[src/rtl/ps2_scancode_rx_if.sv]
// ps2_scancode_rx_if
//   Decoded scan-code event bus from the PS/2 receive front end to the
//   game key-decode logic.
//   code      [7:0] scan code of the last event, held until the next one
//   ext             event was preceded by an E0 prefix
//   brk             event was preceded by an F0 prefix (key release)
//   valid           one-cycle pulse, new event on code/ext/brk
//   frame_err       one-cycle pulse, a frame was dropped
//   master: driven by the receiver; slave: consumed by the key decoder.
interface ps2_scancode_rx_if;
  logic [7:0] code;
  logic       ext;
  logic       brk;
  logic       valid;
  logic       frame_err;

  modport master (output code, ext, brk, valid, frame_err);
  modport slave  (input  code, ext, brk, valid, frame_err);
endinterface

[src/rtl/ps2_scancode_rx.sv]
// ps2_scancode_rx
//   PS/2 keyboard receive front end. Synchronises the raw PS2_CLK/PS2_DATA
//   pins into clk, deframes 11-bit device-to-host frames (start, 8 data LSB
//   first, parity, stop), folds E0/F0 prefixes into ext/brk flags and emits
//   one event per key action. A partial frame with no PS2_CLK falling edge
//   for TIMEOUT_CYCLES clocks is abandoned.
//   Ports:
//     clk       system clock
//     rstn      asynchronous active-low reset
//     PS2_CLK   raw keyboard clock pin (asynchronous)
//     PS2_DATA  raw keyboard data pin (asynchronous)
//     evt       event bus (code/ext/brk/valid/frame_err), master side
//   Build option: define PS2_PARITY_CHECK_EN to require odd parity; when
//   undefined the parity bit is shifted in and ignored.
//
//   state  | meaning
//   IDLE   | waiting for a start bit (data=0 on a falling edge)
//   DATA   | shifting in the 8 data bits, LSB first
//   PARITY | capturing the parity bit
//   STOP   | checking the stop bit, frame verdict handed to the event stage
module ps2_scancode_rx #(
  parameter int               SYNC_STAGES    = 2,
  parameter int               TMO_W          = 16,
  parameter logic [TMO_W-1:0] TIMEOUT_CYCLES = TMO_W'(50000)
) (
  input  logic                clk,
  input  logic                rstn,
  input  logic                PS2_CLK,
  input  logic                PS2_DATA,
  ps2_scancode_rx_if.master   evt
);

  typedef enum logic [1:0] {IDLE, DATA, PARITY, STOP} state_t;

  logic [SYNC_STAGES-1:0] clk_sync;
  logic [SYNC_STAGES-1:0] dat_sync;
  logic                   clk_prev;
  logic                   fall;
  logic                   sdat;

  state_t                 state;
  logic [2:0]             bitcnt;
  logic [8:0]             shreg;     // [7:0] data, [8] parity once complete
  logic [TMO_W-1:0]       tmo;
  logic                   done;
  logic                   good;
  logic                   ext_pend;
  logic                   brk_pend;
  logic                   par_ok;
  logic                   tmo_hit;

  // Presetting to 1 keeps a reset release from looking like a falling edge.
  always_ff @(posedge clk or negedge rstn) begin
    if (!rstn) begin
      clk_sync <= '1;
      dat_sync <= '1;
      clk_prev <= 1'b1;
    end else begin
      clk_sync <= {clk_sync[SYNC_STAGES-2:0], PS2_CLK};
      dat_sync <= {dat_sync[SYNC_STAGES-2:0], PS2_DATA};
      clk_prev <= clk_sync[SYNC_STAGES-1];
    end
  end

  assign fall = clk_prev & ~clk_sync[SYNC_STAGES-1];
  assign sdat = dat_sync[SYNC_STAGES-1];

`ifdef PS2_PARITY_CHECK_EN
  // shreg holds data+parity while in STOP; odd parity means odd ones count.
  assign par_ok = ^shreg;
`else
  assign par_ok = 1'b1;
`endif

  // Compare against TIMEOUT_CYCLES-1 so the drop lands exactly
  // TIMEOUT_CYCLES clocks after the edge that last cleared the counter.
  assign tmo_hit = (state != IDLE) && (tmo == TIMEOUT_CYCLES - 1'b1);

  always_ff @(posedge clk or negedge rstn) begin
    if (!rstn) begin
      state         <= IDLE;
      bitcnt        <= '0;
      shreg         <= '0;
      tmo           <= '0;
      done          <= 1'b0;
      good          <= 1'b0;
      ext_pend      <= 1'b0;
      brk_pend      <= 1'b0;
      evt.code      <= '0;
      evt.ext       <= 1'b0;
      evt.brk       <= 1'b0;
      evt.valid     <= 1'b0;
      evt.frame_err <= 1'b0;
    end else begin
      evt.valid     <= 1'b0;
      evt.frame_err <= 1'b0;
      done          <= 1'b0;

      // Event stage: runs the cycle after the stop-bit edge was processed.
      if (done) begin
        if (!good) begin
          evt.frame_err <= 1'b1;
          ext_pend      <= 1'b0;
          brk_pend      <= 1'b0;
        end else if (shreg[7:0] == 8'hE0) begin
          ext_pend <= 1'b1;
        end else if (shreg[7:0] == 8'hF0) begin
          brk_pend <= 1'b1;
        end else begin
          evt.code  <= shreg[7:0];
          evt.ext   <= ext_pend;
          evt.brk   <= brk_pend;
          evt.valid <= 1'b1;
          ext_pend  <= 1'b0;
          brk_pend  <= 1'b0;
        end
      end

      if (tmo_hit) begin
        // A coincident falling edge is deliberately dropped here.
        state         <= IDLE;
        tmo           <= '0;
        evt.frame_err <= 1'b1;
        ext_pend      <= 1'b0;
        brk_pend      <= 1'b0;
      end else begin
        if (fall || state == IDLE)
          tmo <= '0;
        else if (tmo != '1)
          tmo <= tmo + 1'b1;

        if (fall) begin
          case (state)
            IDLE: begin
              if (!sdat) begin
                state  <= DATA;
                bitcnt <= '0;
              end
            end
            DATA: begin
              shreg  <= {sdat, shreg[8:1]};
              bitcnt <= bitcnt + 1'b1;
              if (bitcnt == 3'd7) state <= PARITY;
            end
            PARITY: begin
              shreg <= {sdat, shreg[8:1]};
              state <= STOP;
            end
            STOP: begin
              done  <= 1'b1;
              good  <= sdat & par_ok;
              state <= IDLE;
            end
            default: state <= IDLE;
          endcase
        end
      end
    end
  end

endmodule

[src/flat_wrapper.sv]
// flat-port wrapper written by rule: the top's interface ports become plain ports
module ps2_scancode_rx_flat 
#(
  parameter int               SYNC_STAGES    = 2,
  parameter int               TMO_W          = 16,
  parameter logic [TMO_W-1:0] TIMEOUT_CYCLES = TMO_W'(50000)
)
  (clk, rstn, PS2_CLK, PS2_DATA, evt_code, evt_ext, evt_brk, evt_valid, evt_frame_err);
  ps2_scancode_rx_if evt_i ();
  input  logic clk;
  input  logic rstn;
  input  logic PS2_CLK;
  input  logic PS2_DATA;
  output wire logic [$bits(evt_i.code)-1:0] evt_code;
  output wire logic [$bits(evt_i.ext)-1:0] evt_ext;
  output wire logic [$bits(evt_i.brk)-1:0] evt_brk;
  output wire logic [$bits(evt_i.valid)-1:0] evt_valid;
  output wire logic [$bits(evt_i.frame_err)-1:0] evt_frame_err;
  assign evt_code = evt_i.code;
  assign evt_ext = evt_i.ext;
  assign evt_brk = evt_i.brk;
  assign evt_valid = evt_i.valid;
  assign evt_frame_err = evt_i.frame_err;
  ps2_scancode_rx #(.SYNC_STAGES(SYNC_STAGES), .TMO_W(TMO_W), .TIMEOUT_CYCLES(TIMEOUT_CYCLES)) u_core (.clk(clk), .rstn(rstn), .PS2_CLK(PS2_CLK), .PS2_DATA(PS2_DATA), .evt(evt_i));
endmodule
[config.mk]
export PLATFORM = sky130hd
export DESIGN_NAME = ps2_scancode_rx_flat
export DESIGN_NICKNAME = d
export VERILOG_FILES = /design/src/rtl/ps2_scancode_rx_if.sv /design/src/rtl/ps2_scancode_rx.sv /design/src/flat_wrapper.sv
export SDC_FILE = /design/constraint.sdc
export NUM_CORES = 1
export LEC_CHECK = 0
export ABC_AREA = 1
export CORE_ASPECT_RATIO = 0.75
export CORE_MARGIN = 2
export CORE_UTILIZATION = 55
export CTS_CLUSTER_SIZE = 8
export DETAILED_ROUTE_END_ITERATION = 10
export GPL_ROUTABILITY_DRIVEN = 0
export PLACE_DENSITY = 0.75
export SYNTH_ARGS = -nofsm -noshare
export SYNTH_HDL_FRONTEND = slang
export SYNTH_SLANG_ARGS = --single-unit
[constraint.sdc]
create_clock -name clk -period 2 [get_ports clk]
set_input_delay 0.5 -clock clk [delete_from_list [all_inputs] [get_ports clk]]
set_output_delay 0.5 -clock clk [all_outputs]
set_load 0.1 [all_outputs]
Yosys cells after proc, flatten, opt, wreduce, memory -nomap -nowiden
Cells that the tools add are included.
{"block": "op_classes", "n_reduce_logical": 16, "bitwise_logic": 5, "eq_ne": 13, "add_sub_neg": 2, "muxes": 30}
{"op": "two-way mux 16 bit", "n": 3}
{"op": "two-way mux 1 bit", "n": 20}
{"op": "adder 16 x 1 -> 16 bit (second input constant)", "n": 1}
{"op": "equality test 16 bit (second input constant)", "n": 1}
{"op": "equality test 8 bit (second input constant)", "n": 2}
{"op": "inequality test 16 bit (second input constant)", "n": 1}
{"op": "AND reduction 3 bit", "n": 3}
{"op": "two-way mux 2 bit", "n": 4}
{"op": "case mux 2 bit (4 select lines)", "n": 1}
{"op": "AND reduction 4 bit", "n": 2}
{"op": "nonzero test 2 bit", "n": 4}
{"op": "inequality test 3 bit (second input constant)", "n": 2}
{"op": "case mux 3 bit (2 select lines)", "n": 1}
{"op": "equality test 2 bit (second input constant)", "n": 2}
{"op": "inequality test 4 bit (second input constant)", "n": 1}
{"op": "inverter 1 bit", "n": 4}
{"op": "AND reduction 2 bit", "n": 2}
{"op": "adder 3 x 1 -> 3 bit (second input constant)", "n": 1}
{"op": "equality test 3 bit (second input constant)", "n": 1}
{"op": "two-way mux 3 bit", "n": 1}
{"op": "inequality test 3 x 1 -> 1 bit (second input constant)", "n": 1}
{"op": "nonzero test 3 bit", "n": 1}
{"op": "equality test 2 x 1 -> 1 bit (second input constant)", "n": 1}
{"op": "zero test 2 bit", "n": 1}
{"op": "5 further kinds", "n": 5}
{"block": "totals", "reg_bits": 51, "out_inout_bits": 12, "inputBits": 4}

Depth between registers and ports, before layout
{"block": "depth", "ltp_word": 6, "ltp_mapped": 10}

Worst setup path after synthesis
OpenSTA, ideal clock, no wires.
{"block": "synth_path", "path_kind": "register to register", "startpoint": "register u_core.state[0]", "endpoint": "register u_core.shreg[7]", "setup_time_ps": 74, "path_slack_ps": 497, "path_stages_with_launch": 11, "period_less_slack_ps": 1503, "required_time_ps": 1926, "t_arrival_ps": 1429, "cell_sequence": "dfrtp_1 -> inv_1 -> ha_1 -> inv_1 -> nand2_1 -> nor2_4 -> nand3_4 -> nand3_4 -> buf_8 -> nand2_1 -> o21ai_2"}
{"block": "synth_between", "elab_chain_cells": 4, "elab_cells_between_ends": 7, "cone_classes": "eq/ne: 2; bitwise: 1; reduce/logical: 4"}
{"item": "from (decl)", "line_no": "ps2_scancode_rx.sv:41", "rtl": "state_t state;"}
{"item": "from (signal assigned)", "line_no": "ps2_scancode_rx.sv:81", "rtl": "state <= IDLE;"}
{"item": "from (signal assigned)", "line_no": "ps2_scancode_rx.sv:121", "rtl": "state <= IDLE;"}
{"item": "from (signal assigned)", "line_no": "ps2_scancode_rx.sv:136", "rtl": "state <= DATA;"}
{"item": "parallel branches: the longest is 3 deep, another holds equality test 2 bit"}
{"item": "AND reduction 3 bit (no line) (*)"}
{"item": "to (signal assigned)", "line_no": "ps2_scancode_rx.sv:141", "rtl": "shreg <= {sdat, shreg[8:1]};"}
{"item": "to (signal assigned)", "line_no": "ps2_scancode_rx.sv:146", "rtl": "shreg <= {sdat, shreg[8:1]};"}
{"item": "to (decl)", "line_no": "ps2_scancode_rx.sv:43", "rtl": "logic [8:0] shreg;"}
Every way passes the cells marked *.
A chain may end at the register's enable or synchronous reset.

Worst setup path in the final report
{"block": "layout_path", "startpoint": "register u_core.state[0]", "endpoint": "register u_core.tmo[14]"}
{"block": "layout_between", "elab_chain_cells": 4, "elab_cells_between_ends": 7, "cone_classes": "mux: 2; reduce/logical: 5"}
{"item": "zero test 2 bit", "line_no": "ps2_scancode_rx.sv:127", "rtl": "if (fall || state == IDLE)"}
{"item": "logical OR 1 bit", "line_no": "ps2_scancode_rx.sv:127"}
{"item": "two-way mux 16 bit", "line_no": "ps2_scancode_rx.sv:127"}
{"item": "two-way mux 16 bit", "line_no": "ps2_scancode_rx.sv:119", "rtl": "if (tmo_hit) begin"}
{"item": "to (signal assigned)", "line_no": "ps2_scancode_rx.sv:130", "rtl": "tmo <= tmo + 1'b1;"}
{"item": "to (decl)", "line_no": "ps2_scancode_rx.sv:44", "rtl": "logic [TMO_W-1:0] tmo;"}
Parallel ways exist; a longest one is shown, timed or not.

==> results.json <==
{
  "outcome": "completed",
  "stdcell_count": 382,
  "initial_core_util": 0.567,
  "grt_max_degree": 21,
  "antenna_found_initial": 0,
  "antenna_cells": 0,
  "dp_hpwl_mm": 3.62,
  "yosysSeqAreaShare": 0.509,
  "ys_warn_count": 0,
  "cts_buffer_depth": 2,
  "synth_top_area_frac": 0.457,
  "num_io_pins": 16,
  "syn_avg_cell_area_um2": 8.34,
  "drc": 0,
  "drive_above_1_share": 0.151,
  "row_count": 21,
  "rsz0062_at_grt": "no",
  "tightest_slew_ns": 0.439,
  "peakVddDrop_uv": 603,
  "cp.arrival_ns": 1.87,
  "detail-route-antenna-nets": 0,
  "synthCells": 302,
  "clk_latency_ns": 0.30,
  "power.leakage_nw": 1.39,
  "skew_ns": 0.00792,
  "drtPass1Iterations": 4,
  "syn-num-nets": 313,
  "cp-start-kind": "flop",
  "synth_fa_ha_area_frac": 0.0348,
  "cts_sinks": 51,
  "via_per_inst": 5.09,
  "fin_setup_tns_ns": 0,
  "numPlacedInstances": 374,
  "synth_mux_area_frac": 0,
  "die-area_mm2": 0.00514,
  "core-area_mm2": 0.00444,
  "root_buffer": "clkbuf_8",
  "drt-initial-drc-count": 166,
  "ys_types": 28,
  "worstSetupEndpointType": "flop",
  "grt_pass1_vias": 1820,
  "cap_violations": 0,
  "worstPathRequired_ns": 2.18,
  "finalNetCount": 335,
  "nFillCells": 382,
  "holdWs_ns": 0.136,
  "crit_fanout": 6,
  "synthSimpleGateAreaFrac": 0.277,
  "wl_mm": 4.78,
  "clk_pin_slew_ns": 0.08,
  "wl_per_cell_um": 12.5,
  "port_buffers": 15,
  "hold_class": "primary input to async pin",
  "layout-area-overhead-vs-synth_pct": 14.2,
  "yosys.area.top_type": "dfrtp_1",
  "ys_seq_elements": 51,
  "synth_top_family_by_area": "simple AND/OR/NAND/NOR gates",
  "ys_top_cells_by_area": "dfrtp_1 46%, nand2_1 14%, dfstp_2 5.2%, o21ai_0 5.2%, inv_1 4.5%",
  "finalCritPeriodShare": 0.848,
  "setup_viol": 0,
  "cts_hold_buffers": 0,
  "grt.total_usage": 0.214,
  "design_area_mm2": 0.00288,
  "period_needed_ns": 1.70,
  "vias": 1945,
  "htreeDepth": 2,
  "critPathKind": "flop to flop",
  "cts_setup_buffers": 0,
  "synth_compound_area_frac": 0.0859,
  "synth-xor-area-share": 0.0313,
  "powerDensity_mw_per_mm2": 999,
  "grt_first_pass_wirelength_mm": 8.41,
  "die_y_um": 62.6,
  "cts_tree": "done",
  "finalHoldViolations": 0,
  "relSlewSlack": 0.707,
  "netlist_area_mm2": 0.00252,
  "cts_resized": 0,
  "place_area_mm2": 0.00277,
  "die_x_um": 82.1,
  "grt.overflow.total": 0,
  "fmax_ghz": 0.590,
  "finalMaxSlewViolations": 0,
  "cts_buffers": 5
}
## where the power goes
part | total, W | switching (W) | internal (W) | leakage (nW)
clock | 0.000685 | 0.000311 | 0.000374 | 0.0524
combinational | 0.000828 | 0.000564 | 0.000264 | 0.656
sequential | 0.00136 | 0.000162 | 0.00120 | 0.683
## cell families (layout without fill, tap and decap cells)
family / after synthesis / after routing
adder cells (fa/ha/maj): 7 / 7
buffers and inverters: 38 / 61
flip-flops: 51 / 51
AND/OR/NAND/NOR: 156 / 156
XOR/XNOR: 9 / 9
AO/OA/AOI/OAI: 41 / 41
## critical path: stages (launching register included)
cell	delay, ns
dfrtp_1	0.41
inv_1	0.08
ha_1	0.22
inv_1	0.12
nand2_1	0.15
inv_2	0.15
nand3_2	0.12
nor2_1	0.14
nor2_1	0.09
nand2_1	0.06
nand2_1	0.05
## worst paths after layout
| check | startpoint | to | slack (ns) | depth (start not counted) |
|---|---|---|---|---|
| worst max-delay path | u_core.state[0]$_DFFE_PN0P_ | u_core.tmo[14]$_DFFE_PN0P_ | 0.30 | 10 |
| worst min register to register | u_core.clk_sync[0]$_DFF_PN1_ | u_core.clk_sync[1]$_DFF_PN1_ | 0.36 | 0 |
| worst min-delay path | rstn | u_core.tmo[7]$_DFFE_PN0P_ | 0.14 | 1 |
| max in group asynchronous | rstn | u_core.dat_sync[0]$_DFF_PN1_ | 1.25 | 2 |
| worst max register to register | u_core.state[0]$_DFFE_PN0P_ | u_core.tmo[14]$_DFFE_PN0P_ | 0.30 | 10 |
| min in group clk | u_core.clk_sync[0]$_DFF_PN1_ | u_core.clk_sync[1]$_DFF_PN1_ | 0.36 | 0 |
## per-stage QoR
step | power, W | worst slack (ns) | utilization
after floorplan | 0.00197 | 0.497 | -
after global placement | 0.00218 | 0.396 | 0.624
after detailed placement | 0.00220 | 0.330 | 0.624
after CTS | 0.00290 | 0.311 | 0.648
after global routing | 0.00309 | 0.0625 | 0.648
final | 0.00287 | 0.304 | 0.648
## synth_stat cells
library cell / number
nand2_1: 95
dfrtp_1: 46
inv_1: 30
nor2_1: 26
o21ai_0: 26
nand3_1: 15
o21ai_1: 8
xor2_1: 8
ha_1: 7
dfstp_2: 5
inv_2: 4
nor2_2: 4
o22ai_1: 4
nand2_2: 3
nand4_1: 3
buf_2: 2
nand3_2: 2
nand3_4: 2
nor2_4: 2
or2_2: 2
a21oi_1: 1
buf_8: 1
clkbuf_1: 1
nor3_1: 1
nor3_2: 1
o21ai_2: 1
o31ai_1: 1
xnor2_1: 1
## cell type report
cell class              instances  area, um2  area share
flip-flops and latches         51       1280       0.446
multi-input cells             213       1080       0.376
repair buffers                 19        208      0.0722
inverters                      34        128      0.0444
clock buffers                   7       76.3      0.0265
well taps                      57       71.3      0.0248
clock inverters                 1       30.0      0.0104
## flip-flops by register name (all words and copies together) (netlist names), 2 cells and up
signal	count
u_core.bitcnt	3
u_core.clk_sync	2
u_core.dat_sync	2
u_core.evt.code	8
u_core.shreg	9
u_core.state	2
u_core.tmo	16
## placed cells by master, fill, tap and decap left out, drive strengths merged
cell,Yosys,layout
nand2,98,98
nor2,32,32
inv,34,34
ha,7,7
xnor2,1,1
o31ai,1,1
bufinv,0,1
o22ai,4,4
clkbuf,1,7
nor3,2,2
dfstp,5,5
nand3,19,19
xor2,8,8
clkdlybuf4s50,0,2
buf,3,17
dfrtp,46,46
a21oi,1,1
nand4,3,3
or2,2,2
o21ai,35,35
## routing by layer
metal	vias up	routed length, um	global-route usage
li1	1001	-	-
met1	882	2460	0.338
met2	58	2010	0.286
met3	4	266	0.0520
met4	0	37	0.0708
met5	-	0	0
Note: power is estimated with default switching activity, not from simulation.
==> edit: new RTL, config.mk and constraints unchanged <==
Build with the macro `PS2_PARITY_CHECK_EN` defined.
--- a/src/rtl/ps2_scancode_rx.sv
+++ b/src/rtl/ps2_scancode_rx.sv
@@ -18,6 +18,8 @@
 //   DATA   | shifting in the 8 data bits, LSB first
 //   PARITY | capturing the parity bit
 //   STOP   | checking the stop bit, frame verdict handed to the event stage
+`define PS2_PARITY_CHECK_EN
+
 module ps2_scancode_rx #(
   parameter int               SYNC_STAGES    = 2,
   parameter int               TMO_W          = 16,
Behaviour: no difference found for any inputs over 10 cycles, from zero or initial values and one cycle with rstn low; that may be too few to reach the edited logic, so the function may still have changed.
==> edit against the original RTL <==
Synthesized area up 6.7%. Routed wire length up 0.15%. Via count up 3.4%. Critical endpoint is now u_core.ext_pend. First-iteration DRC count down 4.8%. Total power up 0.37%. Final area up 7.6%. Largest cell class unchanged. Setup slack worse by 0.099 ns. Largest power group unchanged. Sequential cell count unchanged. Critical path type unchanged.
==> edit: results (changes against the original RTL) <==
stage	metric	value	unit	change
logic_synthesis	Synth cell types	34		was 28
layout	clock network area share	0.0263		was 0.0370
logic_synthesis	most instantiated cells after synthesis	nand2_1 (89), dfrtp_1 (46), inv_1 (32), nor2_1 (26), o21ai_0 (19)		was nand2_1 (95), dfrtp_1 (46), inv_1 (30), nor2_1 (26), o21ai_0 (26)
routing	M1 WL	2490	um	was 2460 um
layout	#MultiIn Comb	217		was 213
global_route	first-pass GRT wire length	8360	um	was 8410 um
logic_synthesis	Mapped Cells	308		was 302
routing	met2 WL	1960	um	was 2010 um
logic_synthesis	compound-cell area share of the yosys netlist	0.0904		was 0.0859
worst_setup_path	FF-to-FF path depth	11		was 10
timing	Slew HR	0.720		was 0.707
layout	share of cells above drive strength 1	0.184		was 0.151
power_and_ir_drop	sequential share of power	0.461		was 0.473
routing	Total Wirelength	4780	um	about the same
layout	Multi-input gate area	1240	um2	was 1080 um2
worst_setup_path	critical path fanouts, max	8		was 6
run_status	outcome	finished, final reports clean		unchanged
routing	DR vias	2011		was 1,945
worst_setup_path	Reg2Reg Setup Slack	0.21	ns	was 0.30 ns
layout	Logic inverters	37		was 34
global_route	grt met2 use	0.268		was 0.286
timing	Worst Skew	0.00844	ns	was 0.00792 ns
logic_synthesis	XOR/XNOR Fraction of Synth Area	0.0196		was 0.0313
logic_synthesis	sequential area share after synthesis	0.477		was 0.509
routing	DR WL met3	302	um	was 266 um
power_and_ir_drop	clock share of power	0.191		was 0.238
global_route	largest net degree at the start of global routing	35		was 21
place	placed insts	378		was 374
worst_setup_path	critical path arrival	1.99	ns	was 1.87 ns
layout	Fillers	377		was 382
routing	DR iter-0 viols	158		was 166
global_route	met3 usage	0.0522		was 0.0520
global_route	GRT Util Overall	0.193		was 0.214
logic_synthesis	Syn Nets	324		was 313
global_route	vias in the first global route	1865		was 1,820
power_and_ir_drop	Net Switching	0.00108	W	was 0.00104 W
power_and_ir_drop	worst vdd rail ir drop	0.767	mV	was 0.603 mV
[edit: cell types whose count changed in the layout (fill, tap and decap cells not counted), moves of 3 or more]
cell / unedited run / this run
nand2_1: 95 / 88
o21ai_0: 26 / 19
buf_12: 5 / 11
buf_4: 11 / 5
ha_1: 7 / 12
o22ai_1: 4 / 0
xor2_1: 8 / 4
nand3_1: 15 / 12
nand3_4: 2 / 5
o21ai_2: 1 / 4
[edit: timing repair]
action / CTS / global route
buffers inserted: 0 / 3
endpoints found under the hold margin: 0 / 0
setup endpoints to repair: 0 / 4
gates resized for setup: 0 / 1
[edit: stage by stage]
step                hold WS, ns  utilization  cell area (um2)  setup slack [ns]  power [W]
finish                    0.124        0.677             3090             0.205    0.00288
global route              0.134        0.677             3090            0.0519    0.00313
CTS                       0.133        0.671             3070             0.102    0.00290
global placement          0.346        0.654             2990             0.231    0.00231
detailed placement        0.348        0.654             2990             0.122    0.00235
floorplan                 0.204            -             2690             0.468    0.00211
